<file path="src/rtl/decoder_scan_pkg.sv">
// Shared types and constants for the decoder scan sequencer.
package decoder_scan_pkg;

  localparam int NUM_LINES = 8;
  localparam int ADDR_W    = 3;

  typedef enum logic [1:0] {
    ST_IDLE  = 2'd0,
    ST_ON    = 2'd1,
    ST_BLANK = 2'd2
  } state_t;

endpackage

</file>
<file path="src/rtl/decoder_scan_ctrl_if.sv">
// Control/status bundle between a scan master and the decoder scan sequencer.
interface decoder_scan_ctrl_if #(
  parameter int DWELL_W = 8
);
  import decoder_scan_pkg::*;

  logic                 start;
  logic                 stop;
  logic                 cont;
  logic [NUM_LINES-1:0] line_mask;
  logic [DWELL_W-1:0]   dwell;
  logic [ADDR_W-1:0]    a;
  logic                 e;
  logic                 busy;
  logic                 pass_done;

  modport master (
    output start, stop, cont, line_mask, dwell,
    input  a, e, busy, pass_done
  );

  modport slave (
    input  start, stop, cont, line_mask, dwell,
    output a, e, busy, pass_done
  );

endinterface

</file>
<file path="src/rtl/decoder_scan_next.sv">
// Finds the next set mask bit above the current line, and the lowest set bit overall.
module decoder_scan_next
  import decoder_scan_pkg::*;
(
  input  logic [NUM_LINES-1:0] mask,
  input  logic [ADDR_W-1:0]    cur,
  output logic [ADDR_W-1:0]    nxt,
  output logic                 found,
  output logic [ADDR_W-1:0]    first
);

  always_comb begin
    nxt   = '0;
    found = 1'b0;
    first = '0;
    // Walk downwards so the last hit is the lowest qualifying bit.
    for (int i = NUM_LINES - 1; i >= 0; i--) begin
      if (mask[i]) begin
        first = ADDR_W'(i);
      end
      if (mask[i] && (i > int'(cur))) begin
        nxt   = ADDR_W'(i);
        found = 1'b1;
      end
    end
  end

endmodule

</file>
<file path="src/rtl/decoder_scan_ctrl.sv">
// Scan sequencer: walks the enabled decoder lines with a dwell per line and a
// one-cycle blank between lines, in single-pass or continuous mode.
module decoder_scan_ctrl
  import decoder_scan_pkg::*;
#(
  parameter int DWELL_W = 8
) (
  input  logic                clk,
  input  logic                rst_n,
  decoder_scan_ctrl_if.slave  bus
);

  state_t               state_q, state_d;
  logic [NUM_LINES-1:0] mask_q, mask_d;
  logic [DWELL_W-1:0]   dwell_q, dwell_d;
  logic [DWELL_W-1:0]   cnt_q, cnt_d;
  logic                 cont_q, cont_d;
  logic [ADDR_W-1:0]    a_q, a_d;
  logic                 e_q, e_d;
  logic                 busy_q, busy_d;
  logic                 pass_done_q, pass_done_d;

  logic [NUM_LINES-1:0] scan_mask;
  logic [ADDR_W-1:0]    nxt_line;
  logic [ADDR_W-1:0]    first_line;
  logic                 nxt_found;

  // In IDLE the first line comes from the incoming mask, otherwise from the latched one.
  assign scan_mask = (state_q == ST_IDLE) ? bus.line_mask : mask_q;

  decoder_scan_next u_next (
    .mask  (scan_mask),
    .cur   (a_q),
    .nxt   (nxt_line),
    .found (nxt_found),
    .first (first_line)
  );

  // NOTE: every signal written here gets a default first, so no latch can be inferred.
  always_comb begin
    state_d     = state_q;
    mask_d      = mask_q;
    dwell_d     = dwell_q;
    cont_d      = cont_q;
    cnt_d       = cnt_q;
    a_d         = a_q;
    e_d         = e_q;
    busy_d      = busy_q;
    pass_done_d = 1'b0;

    if (bus.stop) begin
      state_d = ST_IDLE;
      cnt_d   = '0;
      a_d     = '0;
      e_d     = 1'b0;
      busy_d  = 1'b0;
    end else begin
      unique case (state_q)
        ST_IDLE: begin
          a_d    = '0;
          e_d    = 1'b0;
          busy_d = 1'b0;
          if (bus.start && (bus.line_mask != '0)) begin
            mask_d  = bus.line_mask;
            dwell_d = bus.dwell;
            cont_d  = bus.cont;
            cnt_d   = '0;
            state_d = ST_ON;
            a_d     = first_line;
            e_d     = 1'b1;
            busy_d  = 1'b1;
          end
        end
        ST_ON: begin
          if (cnt_q == dwell_q) begin
            cnt_d = '0;
            e_d   = 1'b0;
            if (nxt_found) begin
              state_d = ST_BLANK;
            end else if (cont_q) begin
              state_d     = ST_BLANK;
              pass_done_d = 1'b1;
            end else begin
              state_d     = ST_IDLE;
              a_d         = '0;
              busy_d      = 1'b0;
              pass_done_d = 1'b1;
            end
          end else begin
            cnt_d = cnt_q + 1'b1;
          end
        end
        ST_BLANK: begin
          state_d = ST_ON;
          e_d     = 1'b1;
          a_d     = nxt_found ? nxt_line : first_line;
        end
        default: begin
          state_d = ST_IDLE;
          a_d     = '0;
          e_d     = 1'b0;
          busy_d  = 1'b0;
        end
      endcase
    end
  end

  // NOTE: state is updated with non-blocking assignments so all flops see pre-edge values.
  always_ff @(posedge clk or negedge rst_n) begin
    if (!rst_n) begin
      state_q     <= ST_IDLE;
      mask_q      <= '0;
      dwell_q     <= '0;
      cnt_q       <= '0;
      cont_q      <= 1'b0;
      a_q         <= '0;
      e_q         <= 1'b0;
      busy_q      <= 1'b0;
      pass_done_q <= 1'b0;
    end else begin
      state_q     <= state_d;
      mask_q      <= mask_d;
      dwell_q     <= dwell_d;
      cnt_q       <= cnt_d;
      cont_q      <= cont_d;
      a_q         <= a_d;
      e_q         <= e_d;
      busy_q      <= busy_d;
      pass_done_q <= pass_done_d;
    end
  end

  assign bus.a         = a_q;
  assign bus.e         = e_q;
  assign bus.busy      = busy_q;
  assign bus.pass_done = pass_done_q;

endmodule

</file>
<file path="src/flat_wrapper.sv">
// flat-port wrapper written by rule: the top's interface ports become plain ports
module decoder_scan_ctrl_flat import decoder_scan_pkg::*;
#(
  parameter int DWELL_W = 8
)
  (clk, rst_n, bus_start, bus_stop, bus_cont, bus_line_mask, bus_dwell, bus_a, bus_e, bus_busy, bus_pass_done);
  decoder_scan_ctrl_if #(.DWELL_W(DWELL_W)) bus_i ();
  input  logic clk;
  input  logic rst_n;
  input wire logic [$bits(bus_i.start)-1:0] bus_start;
  input wire logic [$bits(bus_i.stop)-1:0] bus_stop;
  input wire logic [$bits(bus_i.cont)-1:0] bus_cont;
  input wire logic [$bits(bus_i.line_mask)-1:0] bus_line_mask;
  input wire logic [$bits(bus_i.dwell)-1:0] bus_dwell;
  output wire logic [$bits(bus_i.a)-1:0] bus_a;
  output wire logic [$bits(bus_i.e)-1:0] bus_e;
  output wire logic [$bits(bus_i.busy)-1:0] bus_busy;
  output wire logic [$bits(bus_i.pass_done)-1:0] bus_pass_done;
  assign bus_i.start = bus_start;
  assign bus_i.stop = bus_stop;
  assign bus_i.cont = bus_cont;
  assign bus_i.line_mask = bus_line_mask;
  assign bus_i.dwell = bus_dwell;
  assign bus_a = bus_i.a;
  assign bus_e = bus_i.e;
  assign bus_busy = bus_i.busy;
  assign bus_pass_done = bus_i.pass_done;
  decoder_scan_ctrl #(.DWELL_W(DWELL_W)) u_core (.clk(clk), .rst_n(rst_n), .bus(bus_i));
endmodule
</file>
<file path="config.mk">
export PLATFORM = sky130hd
export DESIGN_NAME = decoder_scan_ctrl_flat
export DESIGN_NICKNAME = d
export VERILOG_FILES = /design/src/rtl/decoder_scan_pkg.sv /design/src/rtl/decoder_scan_ctrl_if.sv /design/src/rtl/decoder_scan_next.sv /design/src/rtl/decoder_scan_ctrl.sv /design/src/flat_wrapper.sv
export SDC_FILE = /design/constraint.sdc
export NUM_CORES = 1
export LEC_CHECK = 0
export CORE_MARGIN = 3
export CORE_UTILIZATION = 58
export DETAILED_ROUTE_END_ITERATION = 8
export GPL_ROUTABILITY_DRIVEN = 0
export PLACE_DENSITY = 0.93
export SLEW_MARGIN = 20
export SYNTH_ARGS = -nofsm -noshare
export SYNTH_HDL_FRONTEND = slang
export SYNTH_HIERARCHICAL = 1
export SYNTH_SLANG_ARGS = --single-unit
export TNS_END_PERCENT = 1
</file>
<file path="constraint.sdc">
create_clock -name clk -period 4.7 [get_ports clk]
set_input_delay 0.705 -clock clk [delete_from_list [all_inputs] [get_ports clk]]
set_output_delay 0.705 -clock clk [all_outputs]
set_load 0.02 [all_outputs]
</file>
==> results of run 1 <==
## sequential cells by signal, indices dropped and copies added, names as in the netlist
| register | flops |
|---|---|
| u_core/mask_q | 8 |
| u_core/bus.a | 3 |
| u_core/state_q | 2 |
| u_core/bus.pass_done | 1 |
| u_core/bus.e | 1 |
| u_core/cnt_q | 8 |
| u_core/dwell_q | 8 |
| u_core/cont_q | 1 |
| u_core/bus.busy | 1 |
## cell usage after synthesis, drive strengths merged, types with 2 or more instances
| master | instances |
|---|---|
| o21ai | 14 |
| buf | 3 |
| o21bai | 2 |
| o211ai | 5 |
| nand3 | 13 |
| xnor2 | 10 |
| a31oi | 2 |
| nor2b | 3 |
| nand3b | 2 |
| mux2 | 25 |
| a21oi | 7 |
| nor3 | 6 |
| nand4 | 2 |
| dfrtp | 33 |
| o22ai | 3 |
| nand2b | 2 |
| mux2i | 4 |
| nand2 | 15 |
| or4 | 3 |
| nor4 | 3 |
| inv | 7 |
| nor2 | 6 |
## how the worst min path moves through the flow
stage / cells after the start / start / endpoint
floorplan: 0 / rst_n / u_core/bus.a[0]
global placement: 1 / u_core/mask_q[2] / u_core/mask_q[2]
detailed placement: 1 / u_core/mask_q[3] / u_core/mask_q[3]
CTS: 1 / u_core/mask_q[3] / u_core/mask_q[3]
global route: 1 / u_core/mask_q[3] / u_core/mask_q[3]
finish: 1 / u_core/mask_q[3] / u_core/mask_q[3]
## power breakdown
group          switching [mW]  total [mW]  internal, mW  leakage (nW)
registers              0.0538       0.397         0.343         0.418
clock network          0.0949       0.182        0.0866        0.0413
logic                   0.141       0.308         0.167         0.476
## layout by cell type (no fill, tap or decap), types with 6 or more instances in the layout
cell type,synthesis,layout
mux2_2,16,16
xnor2_1,10,10
nand3_1,13,13
clkdlybuf4s50_1,0,26
dfrtp_1,33,33
inv_1,7,7
nor3_1,6,6
nand2_1,15,15
a21oi_1,7,7
o21ai_0,11,11
mux2_4,9,9
## kinds of logic after synthesis
group,Yosys count,synth area share
XOR/XNOR,10,0.04590
multiplexers,29,0.1862
adder cells (fa/ha/maj),1,0.006556
buffers and inverters,10,0.02951
flip-flops,33,0.4328
AND/OR/NAND/NOR,57,0.1600
AO/OA/AOI/OAI,42,0.1390
## area by class of cell
type / instances / area, µm² / share of cell area
multi-input combinational: 139 / 1026 / 0.4518
sequential: 33 / 825.8 / 0.3636
timing repair buffer: 27 / 267.8 / 0.1179
clock buffer: 7 / 65.06 / 0.02865
tap: 44 / 55.05 / 0.02424
inverter: 7 / 26.28 / 0.01157
clock inverter: 1 / 5.005 / 0.002204
## layer usage
layer	global-route usage	vias to the layer above	routed length, µm
met3	0.05169	5	233
li1	-	739	-
met5	0	-	0
met1	0.2964	721	1854
met4	0.09973	0	34
met2	0.3299	49	1862
## critical path, cell delays in order (launching register included)
cell and delay, ns:
dfrtp_1 0.49, nor2_2 0.45, mux2_2 0.45, nor2b_1 0.14
o21bai_1 0.13, a21oi_1 0.09, nand3b_1 0.27, nor4_1 0.64
o22ai_1 0.19
## metrics by stage
step	worst slack (ns)	power [mW]	instance area, µm²
after floorplan	2.181	0.6205	1908
after global placement	1.719	0.6932	2201
after detailed placement	1.708	0.7027	2201
after CTS	1.789	0.8869	2271
after global routing	1.539	0.9435	2271
final	1.705	0.8861	2271
==> qor.yml, run 1 <==
instances_no_fill: 258
hold_buffers: 0
powerDensity_nw_per_um2: 390.2
layout.nets: 235
ys_seq_elements: 33
start_kind: "register"
syn_nets: 204
row_count: 20
p_leak_nw: 0.9356
drc: 0
dp_cells: 250
dieArea_um2: 4014
grt_pass1_wl_um: 6796
die_height_um: 63.36
synthCells: 182
numCtsBuffers: 5
dr.pass1.iters: 4
antenna_found_initial: 0
drive_gt1_frac: 0.1729
clock-sinks: 33
fin_worst_skew_ns: 0.009816
wire_per_inst_um: 15.45
period_share: 0.6371
grt_overflow_total: 0
grt_max_degree: 34
cts_tree: "yes"
ys_seq_area_frac: 0.4328
routed_wirelength_um: 3985
syn_area_per_cell_um2: 10.48
ioPinCount: 27
start_util: 0.6149
portBuffers: 26
syn-cell-area_um2: 1908
worstPathMaxFanout: 9
ys_warn_count: 6
cts_setup_buffers: 0
synth_flop_cell: "dfrtp_1"
synth_area_leader_cell: "dfrtp_1"
synth_edf_count: 0
fin_hold_ws_ns: 0.5086
setup_tns_ns: 0
fin_crit_ns: 2.995
grt_pass1_vias: 1431
ys_types: 39
hold_viol: 0
cp.required_ns: 4.91
relSlewSlack: 0.3068
drt-initial-drc-count: 85
area_growth_pct: 19.02
endpoint_kind: "register"
maxSlewViolCount: 0
htree_num_levels: 2
reg2reg_depth: 8
ctsResizeCount: 0
vias: 1514
status: "finished, final reports clean"
max_freq_mhz: 333.9
rsz0062_at_grt: "false"
hpwl_um: 2763
root_buffer: "clkbuf_4"
core_um2: 3103
worstMarginPinSlew_ns: 1.029
die_w_um: 63.36
r2r-end: "u_core/bus.a[1]"
ant_nets: 0
diodes: 0
max_cap_violations: 0
critPathLaunch: "u_core/state_q[1]"
r2r_start: "u_core/state_q[1]"
worstPathArrival_ns: 3.20
fin_util: 0.7319
async_reset_ff_frac: 1.000
cts.path.max_buffers: 2
endpoint: "u_core/bus.a[1]"
ir_drop_mv: 0.2161
synth_area_leaders: "dfrtp_1 43%, mux2_2 9.4%, mux2_4 7.1%, xnor2_1 4.6%, nand3_1 3.4%"
fillers: 242
grt_use_total: 0.2183
clk_pin_slew_worst_paths_ns: 0.10
crit_type: "reg -> reg"
reg2reg_slack_ns: 1.71
synth.top_cell.area_share: 0.4328
setup_viol: 0
clock_latency_ns: 0.34
hold_path.class: "reg -> reg"
viasPerCell: 5.868
(Power assumes the default switching activity.)
==> run 2: changes to the inputs <==
Settings changed: CORE_UTILIZATION 58 to 54, PLACE_DENSITY 0.93 to 0.88.
Clock period 4.7 ns to 3.14 ns, I/O delays scaled along.
==> qor.yml, run 2 (synthesis gave the netlist of run 1 again) <==
endpoint_kind: "register"
max_freq_mhz: 356.1
cp_cell_sequence: "nor2_2 > buf_4 > mux2_2 > o21bai_1 > a21oi_1 > nand3b_1 > nor4_1 > o22ai_1"
p_leak_nw: 0.9454
reg_top3: "u_core/cnt_q x8, u_core/dwell_q x8, u_core/mask_q x8"
cp_top_family: "simple AND/OR/NAND/NOR gates"
wire_per_inst_um: 16.21
max_stage_delay_ns: 0.58
grt_use_total: 0.2275
cpMaxStageDelayCell: "nor4_1"
row_count: 20
period_share: 0.8944
mostFrequentLayoutCells: "33 x dfrtp_1, 26 x clkdlybuf4s50_1, 16 x mux2_2, 15 x nand2_1, 13 x nand3_1"
dieArea_um2: 4283
clk_pin_slew_worst_paths_ns: 0.11
area_growth_pct: 19.80
ir_drop_mv: 0.4314
die_w_um: 65.45
grt_pass1_vias: 1601
crit_type: "reg -> reg"
hold_path.class: "in -> async"
routed_wirelength_um: 4215
fin_crit_ns: 2.808
ant_nets: 0
drc: 0
powerDensity_nw_per_um2: 586.9
antenna_found_initial: 0
relSlewSlack: 0.5352
status: "finished, final reports clean"
clock-sinks: 33
setup_viol: 0
seq_area_um2: 825.8
hold_viol: 0
portBuffers: 26
fin_hold_ws_ns: 0.5138
cts_tree: "yes"
multi_input_area_um2: 1026
grt_overflow_total: 0
hold_buffers: 0
final_common_cell: "dfrtp_1"
worstMarginPinSlew_ns: 0.6926
core_um2: 3203
start_util: 0.5957
clock_latency_ns: 0.35
diodes: 0
setup_tns_ns: 0
ctsResizeCount: 0
ioPinCount: 27
vias: 1556
path_buf_inv: 1
viasPerCell: 5.985
numCtsBuffers: 5
htree_num_levels: 2
fillers: 270
drt-initial-drc-count: 99
grt_max_degree: 34
layout.nets: 237
root_buffer: "clkbuf_4"
grt_pass1_wl_um: 7396
maxSlewViolCount: 0
hpwl_um: 3148
worstPathArrival_ns: 3.00
max_cap_violations: 0
dr.pass1.iters: 4
cts.path.max_buffers: 2
cp.required_ns: 3.33
worstPathMaxFanout: 6
rsz0062_at_grt: "false"
fin_worst_skew_ns: 0.01559
die_height_um: 65.45
cts_setup_buffers: 0
drive_gt1_frac: 0.1806
start_kind: "register"
## run 2: cell types whose count changed in the layout (fill, tap and decap cells not counted), sizes merged
| cell | before | now |
|---|---|---|
| buf | 1 | 3 |
## run 2: path summary, 6_finish.rpt
path,cells after the start,slack [ns],startpoint,to
worst max-delay path,8,0.33,u_core/state_q[0],u_core/bus.a[1]
max in group asynchronous,2,2.32,rst_n,u_core/cnt_q[2]
worst min-delay path,2,0.51,rst_n,u_core/dwell_q[3]
min in group clk,1,0.52,u_core/mask_q[1],u_core/mask_q[1]
worst max register to register,8,0.33,u_core/state_q[0],u_core/bus.a[1]
worst min register to register,1,0.52,u_core/mask_q[1],u_core/mask_q[1]
## run 2: metal layers
metal,track usage,share of wire,vias up
met2,0.3616,0.48,50
met5,0,0,-
met3,0.05299,0.060,9
met4,0.1088,0.016,0
li1,-,-,747
met1,0.2917,0.44,750
## run 2: report_power, final
group	internal, mW	switching (mW)
combinational	0.256	0.218
clock	0.130	0.148
sequential	0.513	0.0768
total	0.899	0.443
## run 2: final cells by class
type | count | area share
Tap cell | 44 | 0.02408
Sequential cell | 33 | 0.3612
Timing Repair Buffer | 29 | 0.1237
Clock buffer | 7 | 0.02846
Multi-Input combinational cell | 139 | 0.4488
Inverter | 7 | 0.01149
Clock inverter | 1 | 0.002189
## run 2: worst reg2reg max path, delay by kind of cell, from the launching register on
| family | cells | cell delay, ns |
|---|---|---|
| flops | 1 | 0.46 |
| mux | 1 | 0.37 |
| compound gates | 3 | 0.45 |
| buf+inv | 1 | 0.21 |
| simple gates | 3 | 1.17 |
## run 2: per-stage QoR
stage / setup WS, ns / util / power [mW] / instances / instance area [µm²]
global route: 0.1143 / 0.7137 / 1.423 / 260 / 2286
finish: 0.3317 / 0.7137 / 1.342 / 260 / 2286
global placement: 0.4441 / 0.6918 / 1.038 / 252 / 2216
floorplan: 0.6210 / - / 0.9288 / 182 / 1908
detailed placement: 0.3695 / 0.6918 / 1.065 / 252 / 2216
CTS: 0.3846 / 0.7137 / 1.344 / 260 / 2286
==> run 3: changes to the inputs <==
Settings changed: SYNTH_HIERARCHICAL 1 to not set.
==> qor.yml, run 3 <==
layout.nets: 254
fin_crit_ns: 2.671
crit_type: "reg -> reg"
drc: 0
htree_num_levels: 2
cp_cell_sequence: "nor2_1 > o211ai_2 > nand4_2 > or2_1 > o31a_1 > a211o_1"
row_count: 21
worstPathArrival_ns: 2.84
ioPinCount: 27
grt_pass1_wl_um: 7514
ys_seq_elements: 33
final_cell_area_um2: 2397
routed_wirelength_um: 4470
hpwl_um: 3018
max_freq_mhz: 374.3
wire_per_inst_um: 16.02
synth.top_cell.area_share: 0.4159
cts_tree: "yes"
post_dp_cell_area_um2: 2282
synth_fa_ha_area_frac: 0.006301
cts_setup_buffers: 0
max_cap_violations: 0
synth_flop_cell: "dfrtp_1"
clock-sinks: 33
hold_path.class: "reg -> reg"
relSlewSlack: 0.5546
grt_max_degree: 34
maxSlewViolCount: 0
numCtsBuffers: 5
rsz0062_at_grt: "false"
dr.pass1.iters: 5
top_layer_used: "met4"
period_share: 0.8507
clk_pin_slew_worst_paths_ns: 0.07
die_height_um: 66.64
syn_nets: 226
synth_compound_area_frac: 0.2073
max_stage_delay_ns: 0.77
seq_area_um2: 825.8
grt_pass1_vias: 1585
synth_edf_count: 0
ctsResizeCount: 0
yosys.cell_count.top_type: "dfrtp_1"
syn-cell-area_um2: 1986
cts.path.max_buffers: 2
portBuffers: 26
clock_latency_ns: 0.28
yosys.area_share.simple: 0.1783
powerDensity_nw_per_um2: 494.7
start_util: 0.5769
fin_util: 0.6965
p_leak_nw: 0.9927
fillers: 268
cpMaxStageDelayCell: "dfrtp_1"
path_buf_inv: 0
root_buffer: "clkbuf_8"
met1_length_um: 2034
synth_area_leaders: "dfrtp_1 42%, mux2_1 10%, o21ai_1 3.8%, xnor2_1 3.5%, nor2_1 3.2%"
worstPathMaxFanout: 19
setup_tns_ns: 0
yosys-top-cells-count: "33 x dfrtp_1, 18 x mux2_1, 17 x nor2_1"
ys_types: 52
reg_top3: "u_core.cnt_q x8, u_core.dwell_q x8, u_core.mask_q x8"
worst_slack_ns: 0.4687
route.met2.wl_um: 1991
mostFrequentLayoutCells: "33 x dfrtp_1, 26 x clkdlybuf4s50_1, 18 x mux2_1, 17 x nor2_1, 15 x o21ai_1"
routed-wl-met3_um: 387
fin_hold_ws_ns: 0.5190
drive_gt1_frac: 0.08584
status: "finished, final reports clean"
synth_top_family_by_area: "compound AO/OA/AOI/OAI gates"
instances_no_fill: 279
p_total_mw: 1.186
worstMarginPinSlew_ns: 0.6656
async_reset_ff_frac: 1.000
drt-initial-drc-count: 156
antenna_found_initial: 0
ys_warn_count: 0
cp.required_ns: 3.30
ir_drop_mv: 0.3523
diodes: 0
grt_use_total: 0.2222
core_um2: 3442
ant_nets: 0
synthCells: 204
grt_overflow_total: 0
endpoint_kind: "register"
final_common_cell: "dfrtp_1"
dp_cells: 271
die_w_um: 66.64
multi_input_area_um2: 1079
synth_mux_area_frac: 0.1071
viasPerCell: 6.168
cp_top_family: "compound AO/OA/AOI/OAI gates"
synth_area_leader_cell: "dfrtp_1"
area_growth_pct: 20.73
start_kind: "register"
vias: 1721
fin_worst_skew_ns: 0.007858
setup_viol: 0
pre_cts_slack_ns: 0.5049
synthXorXnorAreaFrac: 0.04411
hold_viol: 0
ys_seq_area_frac: 0.4159
hold_buffers: 0
syn_area_per_cell_um2: 9.734
dieArea_um2: 4441
[run 3: cell count changes in the layout (fill, tap and decap cells not counted), sizes merged, moves of 3 or more]
cell and change:
and3 +4, mux2i -3, o21ai +8, a211oi +3, nand2 -4, or2 +3
a22o +3, a211o +3, nand3 -6, mux2 -7, or3 +4, nor2 +11
or4 -3
[run 3: cells by family (layout without fill, tap and decap cells)]
group / Yosys count / after routing
AND/OR/NAND/NOR: 66 / 66
AO/OA/AOI/OAI: 59 / 59
flip-flops: 33 / 33
multiplexers: 19 / 19
buffers and inverters: 16 / 45
XOR/XNOR: 10 / 10
adder cells (fa/ha/maj): 1 / 1
[run 3: metal layers]
metal / GRT usage / up-vias
li1: - / 811
met1: 0.3191 / 806
met2: 0.3280 / 98
met3: 0.04553 / 6
met4: 0.08122 / 0
met5: 0 / -
[run 3: where the power goes]
part	total, mW	switching, mW	internal [mW]	leakage (nW)
Combinational	0.247	0.120	0.127	0.518
Sequential	0.534	0.0564	0.477	0.420
Clock	0.405	0.167	0.238	0.0543
Total	1.19	0.344	0.842	0.993
[run 3: final timing paths]
path                                   start           endpoint  slack, ns  cells past startpoint
max in group asynchronous              rst_n    u_core.bus.busy       2.25                      2
hold / removal             u_core.dwell_q[3]  u_core.dwell_q[3]       0.52                      1
hold reg to reg            u_core.dwell_q[3]  u_core.dwell_q[3]       0.52                      1
setup reg to reg           u_core.state_q[0]    u_core.bus.a[1]       0.47                      6
min in group asynchronous              rst_n    u_core.cnt_q[0]       0.58                      2
setup / recovery           u_core.state_q[0]    u_core.bus.a[1]       0.47                      6
[run 3: area by class of cell]
| cell class | count | share of cell area |
|---|---|---|
| clock buffers | 5 | 0.02871 |
| clock inverters | 3 | 0.01931 |
| inverters | 6 | 0.009395 |
| multi-input cells | 155 | 0.4499 |
| flip-flops and latches | 33 | 0.3445 |
| well taps | 46 | 0.02401 |
| repair buffers | 31 | 0.1242 |
